==> src/rtl/serial_adder_pkg.sv <==
// Shared types and sizing helpers for the bit-serial adder/subtractor.
package serial_adder_pkg;

  typedef enum logic [1:0] {
    IDLE = 2'd0,
    RUN  = 2'd1,
    DONE = 2'd2
  } state_t;

  // Bit-counter width; a single-bit operand still needs a one-bit counter.
  function automatic int cnt_w(input int w);
    return (w < 2) ? 1 : $clog2(w);
  endfunction

endpackage

==> src/rtl/serial_adder_full_adder_bit.sv <==
// One-bit full adder: the half adder extended with a carry input.
module full_adder_bit (
  input  logic a,
  input  logic b,
  input  logic cin,
  output logic s,
  output logic co
);

  assign s  = a ^ b ^ cin;
  assign co = (a & b) | (a & cin) | (b & cin);

endmodule

==> src/rtl/serial_adder.sv <==
// Bit-serial adder/subtractor: one full-adder cell, LSB first, WIDTH+1 cycle latency.
module serial_adder
  import serial_adder_pkg::*;
#(
  parameter int WIDTH = 8
) (
  input  logic             clk,
  input  logic             rst,
  input  logic             start,
  input  logic             sub,
  input  logic [WIDTH-1:0] a,
  input  logic [WIDTH-1:0] b,
  output logic             busy,
  output logic             done,
  output logic [WIDTH-1:0] sum,
  output logic             cout,
  output logic             ovf
);

  localparam int CW = cnt_w(WIDTH);

  state_t           state, state_nx;
  logic [WIDTH-1:0] a_sh, b_sh, acc, acc_nx;
  logic [CW-1:0]    cnt;
  logic             carry, s_bit, co_bit, last;

  full_adder_bit u_fa (
    .a   (a_sh[0]),
    .b   (b_sh[0]),
    .cin (carry),
    .s   (s_bit),
    .co  (co_bit)
  );

  // New sum bit enters at the MSB so the result lands aligned after WIDTH shifts.
  generate
    if (WIDTH == 1) begin : g_acc1
      assign acc_nx = s_bit;
    end else begin : g_accn
      assign acc_nx = {s_bit, acc[WIDTH-1:1]};
    end
  endgenerate

  assign last = (cnt == CW'(WIDTH - 1));

  always_comb begin
    state_nx = state;
    case (state)
      IDLE:    if (start) state_nx = RUN;
      RUN:     if (last)  state_nx = DONE;
      DONE:    state_nx = IDLE;
      default: state_nx = IDLE;
    endcase
  end

  always_ff @(posedge clk) begin
    if (rst) begin
      state <= IDLE;
      busy  <= 1'b0;
      done  <= 1'b0;
      sum   <= '0;
      cout  <= 1'b0;
      ovf   <= 1'b0;
      a_sh  <= '0;
      b_sh  <= '0;
      acc   <= '0;
      carry <= 1'b0;
      cnt   <= '0;
    end else begin
      state <= state_nx;
      busy  <= (state_nx == RUN);
      done  <= (state_nx == DONE);
      case (state)
        IDLE: if (start) begin
          a_sh  <= a;
          b_sh  <= sub ? ~b : b;
          carry <= sub;
          cnt   <= '0;
        end
        RUN: begin
          carry <= co_bit;
          acc   <= acc_nx;
          a_sh  <= a_sh >> 1;
          b_sh  <= b_sh >> 1;
          cnt   <= cnt + CW'(1);
          if (last) begin
            sum  <= acc_nx;
            cout <= co_bit;
            // carry still holds the carry into the MSB on this edge
            ovf  <= carry ^ co_bit;
          end
        end
        default: ;
      endcase
    end
  end

endmodule
==> config.mk <==
export PLATFORM = sky130hd
export DESIGN_NAME = serial_adder
export DESIGN_NICKNAME = d
export VERILOG_FILES = /design/src/rtl/serial_adder_pkg.sv /design/src/rtl/serial_adder_full_adder_bit.sv /design/src/rtl/serial_adder.sv
export SDC_FILE = /design/constraint.sdc
export NUM_CORES = 1
export LEC_CHECK = 0
export BUFFER_PORTS_ARGS = -buffer_cell sky130_fd_sc_hd__buf_2
export CORE_UTILIZATION = 45
export DETAILED_ROUTE_END_ITERATION = 7
export PLACE_DENSITY = 0.63
export SYNTH_ARGS = -nofsm -noshare
export SYNTH_HDL_FRONTEND = slang
export SYNTH_HIERARCHICAL = 1
export SYNTH_SLANG_ARGS = --single-unit
==> constraint.sdc <==
create_clock -name clk -period 1.7 [get_ports clk]
set_input_delay 0.34 -clock clk [delete_from_list [all_inputs] [get_ports clk]]
set_output_delay 0.34 -clock clk [all_outputs]
set_load 0.01 [all_outputs]
==> Yosys cells after proc, flatten, opt, wreduce, memory -nomap -nowiden <==
Cells that the tools add are included.
{ "word_totals": {"ff_bits": 42, "in_bits": 20, "word_cells": 42} }
{ "op_classes": {"addsub": 1, "n_eq_ne": 5, "mux": 12, "bitwise_logic": 9, "reduce_logical": 4} }
{ "op_table": {"columns": ["op", "n"], "rows": [
  ["8-bit one-hot mux with 2 select lines", 2],
  ["8-bit 2-to-1 mux", 3],
  ["8-bit NOT", 1],
  ["3-bit one-hot mux with 2 select lines", 1],
  ["2-bit by 1-bit equality test with 1-bit output, second input constant", 2],
  ["2-bit 2-to-1 mux", 2],
  ["2-bit one-hot mux with 2 select lines", 1],
  ["2-bit AND reduction", 2],
  ["3-bit by 1-bit adder with 3-bit output, second input constant", 1],
  ["1-bit bitwise AND", 3],
  ["3-bit equality test, second input constant", 1],
  ["3-bit 2-to-1 mux", 1],
  ["1-bit XOR", 3],
  ["2-bit equality test, second input constant", 1],
  ["2-bit zero test", 1],
  ["2-bit inequality test, second input constant", 1],
  ["1-bit OR", 2],
  ["1-bit one-hot mux with 2 select lines", 1],
  ["2-bit nonzero test", 1],
  ["1-bit 2-to-1 mux", 1]
]} }

==> Depth between registers and ports, before layout <==
Gate-level depths: netlist of the first run.
{ "logic_depth": {"depth_word": 4, "mapped_depth": 6, "ltp_nobuf": 5} }

==> By module <==
The synthesis of the first run kept the hierarchy.
{ "by_module_without_submodules": {"columns": ["mod", "n_inst", "cells_per_inst", "area_per_inst_um2"], "rows": [
  ["serial_adder", 1, 194, 1700.4],
  ["full_adder_bit", 1, 1, 20.0]
]} }

==> Least setup slack after synthesis of the first run <==
Ideal clock, no wire load.
{ "synth_path": {"path_kind": "register to register", "startpoint": "register cnt[0]", "endpoint": "register ovf", "arrival_time_ns": 1.204, "slack_ns": 0.410, "path_stages_with_launch": 6, "path_cell_list": "dfxtp_1 -> ha_1 -> ha_1 -> and3b_1 -> buf_2 -> a211oi_1"} }
{ "synth_via": {"elab_chain_len": 2} }
{ "synth_lines": {"columns": ["item", "line_no", "rtl"], "rows": [
  ["from (decl)", "serial_adder.sv:24", "logic [CW-1:0] cnt;"],
  ["from (signal assigned)", "serial_adder.sv:85", "cnt <= cnt + CW'(1);"],
  ["3-bit equality test", "serial_adder.sv:44", "assign last = (cnt == CW'(WIDTH - 1));"],
  ["2-bit AND reduction (no source line)", null, null],
  ["to (signal assigned)", "serial_adder.sv:90", "ovf <= carry ^ co_bit;"],
  ["to (decl)", "serial_adder.sv:17", "output logic ovf"]
]} }
Every way passes these cells.
A chain may end at the register's enable or synchronous reset.

==> Worst setup path after layout of the first run <==
Same ends and word-level chain as after synthesis.

==> results of run 1 <==
[registers in the layout, indices dropped and copies added, names as in the netlist]
register,cells
acc,7
sum,8
cnt,3
done,1
cout,1
state,2
carry,1
b_sh,8
a_sh,8
ovf,1
busy,1
[layout make-up]
| cell class | count | area (um2) |
|---|---|---|
| Timing Repair Buffer | 36 | 193 |
| Tap cell | 48 | 60.1 |
| Sequential cell | 41 | 821 |
| Fill cell | 367 | 1690 |
| Clock buffer | 7 | 86.3 |
| Multi-Input combinational cell | 138 | 810 |
[cells in the final DEF (no fill, tap or decap)]
cell | synthesis | routed
a22oi_1 | 11 | 11
nand2b_1 | 10 | 10
buf_2 | 6 | 31
nor2b_1 | 1 | 1
clkbuf_8 | 0 | 6
nor3_1 | 8 | 8
ha_1 | 2 | 2
or3b_1 | 8 | 8
nand2_1 | 32 | 32
nand3b_1 | 1 | 1
xor2_1 | 1 | 1
and3b_1 | 1 | 1
a21oi_1 | 24 | 24
o21ba_1 | 1 | 1
xnor2_1 | 8 | 8
a211oi_1 | 3 | 3
dfxtp_1 | 41 | 41
o22ai_1 | 7 | 7
fa_1 | 1 | 1
o21bai_2 | 1 | 1
buf_4 | 4 | 5
nor2_1 | 16 | 16
a211oi_2 | 1 | 1
nor3b_1 | 1 | 1
clkbuf_1 | 4 | 1
[worst reg2reg max path, stage by stage, from the launching register on]
cell and delay [ns]:
dfxtp_1 0.37, ha_1 0.16, ha_1 0.20, and3b_1 0.40, nor2_1 0.08, a211oi_1 0.22
[power groups by stage]
stage	combinational [W]	clock, W	sequential, W
after floorplan	0.000158	0	0.00104
after global placement	0.000198	0	0.00105
after detailed placement	0.000205	0	0.00105
after CTS	0.000205	0.000641	0.00103
after global routing	0.000230	0.000685	0.00104
final	0.000204	0.000627	0.00103
[final timing paths]
path	startpoint	endpoint	slack [ns]	cells past startpoint
setup reg to reg	cnt[0]	ovf	0.18	5
setup / recovery	cnt[0]	ovf	0.18	5
hold / removal	a[7]	a_sh[7]	0.31	3
hold reg to reg	sum[4]	sum[4]	0.46	2
[kinds of logic after synthesis]
family | Yosys count
adder cells (fa/ha/maj) | 3
AO/OA/AOI/OAI | 48
flip-flops | 41
AND/OR/NAND/NOR | 78
XOR/XNOR | 9
buffers and inverters | 16
[per-layer routing]
| layer | global-route usage (%) | vias to the layer above | share of wire, % | routed length [um] |
|---|---|---|---|---|
| li1 | - | 718 | - | - |
| met1 | 20.3 | 653 | 46 | 1500 |
| met2 | 31.8 | 32 | 48 | 1570 |
| met3 | 4.29 | 7 | 4.1 | 134 |
| met4 | 7.95 | 0 | 1.6 | 51 |
| met5 | 0 | - | 0 | 0 |
[through the flow]
step	power, W	hold slack (ns)	setup slack [ns]	util, %	cell area [um2]
2_1_floorplan	0.00120	0.432	0.410	-	1720
3_3_place_gp	0.00125	0.439	0.304	51.4	1880
3_5_place_dp	0.00126	0.447	0.200	51.4	1880
4_1_cts	0.00188	0.309	0.183	53.8	1970
5_1_grt	0.00195	0.334	0.0252	53.8	1970
6_report	0.00186	0.314	0.183	53.8	1970
==> impl_results.md, run 1 <==
- Mapped Avg Cell Area: 8.82 um2
- Main combinational cell family by area after synthesis: simple AND/OR/NAND/NOR gates
- Max-slew violations: 0
- CP Capture Type: flop
- Adder-cell area share of the yosys netlist: 2.62%
- Initial antenna violation count: 0
- Syn Nets: 218
- Fraction of registers with async set/reset: 0%
- WP data arrival: 1.72 ns
- Core Rows: 22
- Fin crit period: 1.52 ns
- Dpl cells: 263
- Iter 0 DRT Violations: 70
- PwrDens: 945 nW/um2
- First-pass GRT wire length: 5720 um
- Maximum fanout along the worst path: 11
- Die H: 63.8 um
- Most common cell in the netlist: dfxtp_1
- GR Util All Layers: 18.0%
- Synth warn: 6
- Pleak: 0.778 nW
- Pin slew with the least headroom to its limit: 0.542 ns
- DR pass1 iterations: 4
- CP bufs+invs: 0
- Post-synthesis cell count: 195
- Xor/xnor cell area share of the yosys netlist: 4.58%
- Clk pwr share: 33.7%
- ANT nets after route: 0
- DIE WIDTH: 63.8 um
- FF+latch count, synth: 41
- Grt ovf: 0
- Mux cell area share after synthesis: 0%
- Post-CTS Setup Bufs: 0
- Post_cts resized: 0
- Drc violations: 0
- Detailed Route WL: 3260 um
- Crit path max-delay cell type: and3b_1
- Register area share after synthesis: 47.7%
- Clk buf depth: 2
- Hold-fix buffers, CTS: 0
- Clock Sinks: 41
- Largest net degree at the start of global routing: 29
- Post-Synth Simple-Gate Area: 22.3%
- Synth Flop Type: dfxtp_1
- Area delta synth->final: 14.5%
- Final Cycle Share: 89.2%
- Antenna cell count: 0
- Setup violators final: 0
- Vias in the first global route: 1381
- TritonCTS clock tree: done
- Starting Density: 47.0%
- IO Port Bufs: 31
- CP dominant cell by count: ha_1
- Internal: 0.00142 W
- Maximum vdd drop: 0.000517 V
- Hold Path Class: primary input to flop
- Post-synth top cells: dfxtp_1 (41), nand2_1 (32), a21oi_1 (24), nor2_1 (16), a22oi_1 (11)
- Vias per cell: 5.22
- WL/cell: 12.1 um
- DR vias: 1410
- Synth top area cells: dfxtp_1 (48%), a21oi_1 (7.0%), nand2_1 (7.0%), a22oi_1 (4.8%), or3b_1 (4.1%)
- Combinational share of power: 11.0%
- CTS buffer count: 5
- Net switching power: 0.000439 W
- Fmax: 659 MHz
- Outcome: finished, final reports clean
- Floorplan core area: 3660 um2
- Post-synth EDFFs: 0
- Max_cap viols: 0
- Critical path class: flop to flop
- Layout cell share with drive strength beyond 1: 19.8%
- Clock Root Buffer: clkbuf_8
- Sw Ratio: 23.6%
- CP required: 1.90 ns
- Full die area: 4070 um2
- Worst Setup Start Kind: flop
- Clk_skew: 0.00387 ns
- Final net count: 245
- RSZ-0062 raised after global routing: no
- Synth cell types: 26
- Clk slew on worst S/H paths: 0.07 ns
- Crit-path max cell delay: 0.40 ns
- Seq pwr share: 55.4%
- Post-synth top area share: 47.7%
- Yosys top cell by area: dfxtp_1
- Ports: 32
- Layout Cells excl Fill: 270
- Synth Area in Compound Gates: 17.6%
- CP Cell Sequence: ha_1, ha_1, and3b_1, nor2_1, a211oi_1
- H-tree levels: 2
- Setup_tns: 0 ns
- Hold Violations, Final: 0
- Top delay family on crit path: simple AND/OR/NAND/NOR gates
- Placer Congestion: 0.743
- Relative slew slack: 63.8%
- Clk Latency, worst-skew pair: 0.28 ns
- Cell Area, Synth: 1720 um2
- Dpl hpwl: 2310 um
Note: power is estimated with default switching activity, not from simulation.
==> run 2: changes to the inputs <==
--- a/config.mk
+++ b/config.mk
@@ -9,6 +9,7 @@
 export CORE_UTILIZATION = 45
 export DETAILED_ROUTE_END_ITERATION = 7
 export PLACE_DENSITY = 0.63
+export SETUP_SLACK_MARGIN = 0.5
 export SYNTH_ARGS = -nofsm -noshare
 export SYNTH_HDL_FRONTEND = slang
 export SYNTH_HIERARCHICAL = 1
==> run 2 against run 1 <==
Final cell count grew 3.7%. Critical path type unchanged. Wire length rose by 21%. Sequential cell count did not move. Clock power increased by 12%. Critical endpoint is now a_sh[0].
==> impl_results.md, run 2 (same netlist as run 1, synthesis figures left out) <==
- Largest net degree at the start of global routing: 26
- DR WL met2: 1920 um
- Max-slew violations: 0
- Met3 wire len: 116 um
- Max layer used: met4
- Max_cap viols: 0
- TritonCTS clock tree: done
- CTS buffer count: 5
- Commonest non-fill, non-tap cell in the layout: dfxtp_1
- Full die area: 4070 um2
- Sw Ratio: 24.8%
- Fin util: 62.1%
- Met1 Wirelength: 1850 um
- Final Cycle Share: 72.9%
- Setup crit start: state[0]
- Grt ovf: 0
- Total Power: 0.00202 W
- DR vias: 1474
- Clk pwr share: 34.8%
- Critical path class: flop to flop
- Detailed Route WL: 3950 um
- Iter 0 DRT Violations: 55
- Setup violators final: 0
- RR Startpoint: state[0]
- Clk slew on worst S/H paths: 0.08 ns
- Floorplan core area: 3660 um2
- Clock Root Buffer: clkbuf_8
- Maximum fanout along the worst path: 6
- Clk buf depth: 2
- Starting Density: 47.0%
- Die H: 63.8 um
- Number of fill cells: 335
- Drc violations: 0
- Hold Violations, Final: 0
- Pin slew with the least headroom to its limit: 0.357 ns
- DIE WIDTH: 63.8 um
- CP Capture Point: a_sh[0]
- Clock Sinks: 41
- GR Util All Layers: 19.4%
- Combinational share of power: 14.0%
- Hold path cells: 3
- Worst Setup Start Kind: flop
- Commonest non-fill, non-tap cells in the layout: dfxtp_1 (36), nand2_1 (32), buf_2 (31), a21oi_1 (16), nor2_1 (16)
- Reg-to-reg setup timing slack: 0.46 ns
- Core Rows: 22
- Pleak: 0.878 nW
- Top Registers: a_sh (8), b_sh (8), sum (8)
- ANT nets after route: 0
- RSZ-0062 raised after global routing: yes
- Vias in the first global route: 1403
- Fmax: 807 MHz
- Initial antenna violation count: 0
- Clk_skew: 0.00578 ns
- Dpl hpwl: 2310 um
- Outcome: finished, final reports clean
- WP data arrival: 1.41 ns
- CP required: 1.88 ns
- PwrDens: 888 nW/um2
- Placed inst area: 1900 um2
- CP Capture Type: flop
- Vias per cell: 5.26
- Hold Path Class: primary input to flop
- IO Port Bufs: 31
- Maximum vdd drop: 0.000505 V
- Seq pwr share: 51.3%
- First-pass GRT wire length: 6160 um
- Hold-fix buffers, CTS: 0
- Placer Congestion: 0.747
- Relative slew slack: 76.2%
- Final instance area: 2270 um2
- Clk Latency, worst-skew pair: 0.29 ns
- Antenna cell count: 0
- Worst slack at placement: -0.00988 ns
- Area delta synth->final: 32.1%
- Net switching power: 0.000501 W
- Layout cell share with drive strength beyond 1: 37.9%
- Fin crit period: 1.24 ns
- WL/cell: 14.1 um
- DR pass1 iterations: 4
- H-tree levels: 2
- Final net count: 254
- FF-to-FF End: a_sh[0]
- Ports: 32
- FF-to-FF path depth: 4
- Post-route setup slack: 0.462 ns
- Internal: 0.00152 W
[run 2: cell types whose count changed in the layout (fill, tap and decap cells not counted), sizes merged]
cell	before	now
clkbuf	7	9
buf	36	41
clkinv	0	1
o21bai	1	2
and3b	1	2
[run 2: layout make-up]
type,count,area (um2),area share (%)
Multi-Input combinational cell,140,968,42.6
Sequential cell,41,830,36.5
Timing Repair Buffer,43,313,13.8
Clock buffer,7,96.3,4.24
Tap cell,48,60.1,2.64
Clock inverter,1,5.00,0.220
[run 2: timing repair]
item | 4_1_cts | 5_1_grt
gates cloned | 1 | 3
setup buffers | 4 | 1
pin swaps | 7 | 19
resized for setup | 21 | 20
setup endpoints to repair | 40 | 32
[run 2: metrics by stage]
step	instances	TNS [ns]	hold slack [ns]
final	280	0	0.288
after CTS	276	0	0.282
after detailed placement	263	-0.0129	0.446
after floorplan	195	0	0.432
after global routing	280	0	0.318
after global placement	263	0	0.440
[run 2: routing by layer]
layer  vias to the layer above  GRT usage [%]
li1                        739              -
met1                       698           23.1
met2                        29           33.5
met3                         8           5.36
met4                         0           6.25
met5                         -              0
[run 2: power by group through the flow]
stage                     Sequential, W  Clock [W]  Combinational (W)
final                           0.00104   0.000702           0.000282
after global routing            0.00104   0.000767           0.000306
after floorplan                 0.00105          0           0.000159
after CTS                       0.00103   0.000716           0.000235
after global placement          0.00105          0           0.000201
after detailed placement        0.00105          0           0.000208
[run 2: worst min-delay path by stage]
| stage | startpoint | end | slack [ns] |
|---|---|---|---|
| 4_1_cts | a[7] | a_sh[7] | 0.28 |
| 2_1_floorplan | acc[1] | sum[0] | 0.43 |
| 6_report | a[7] | a_sh[7] | 0.29 |
| 5_1_grt | a[7] | a_sh[7] | 0.32 |
| 3_5_place_dp | cout | cout | 0.45 |
| 3_3_place_gp | sum[1] | sum[1] | 0.44 |
[run 2: critical path, stage by stage (launching register included)]
cell and delay [ns]:
dfxtp_4 0.39, clkbuf_16 0.16, or3b_1 0.37, a21oi_2 0.15
nor3_1 0.06
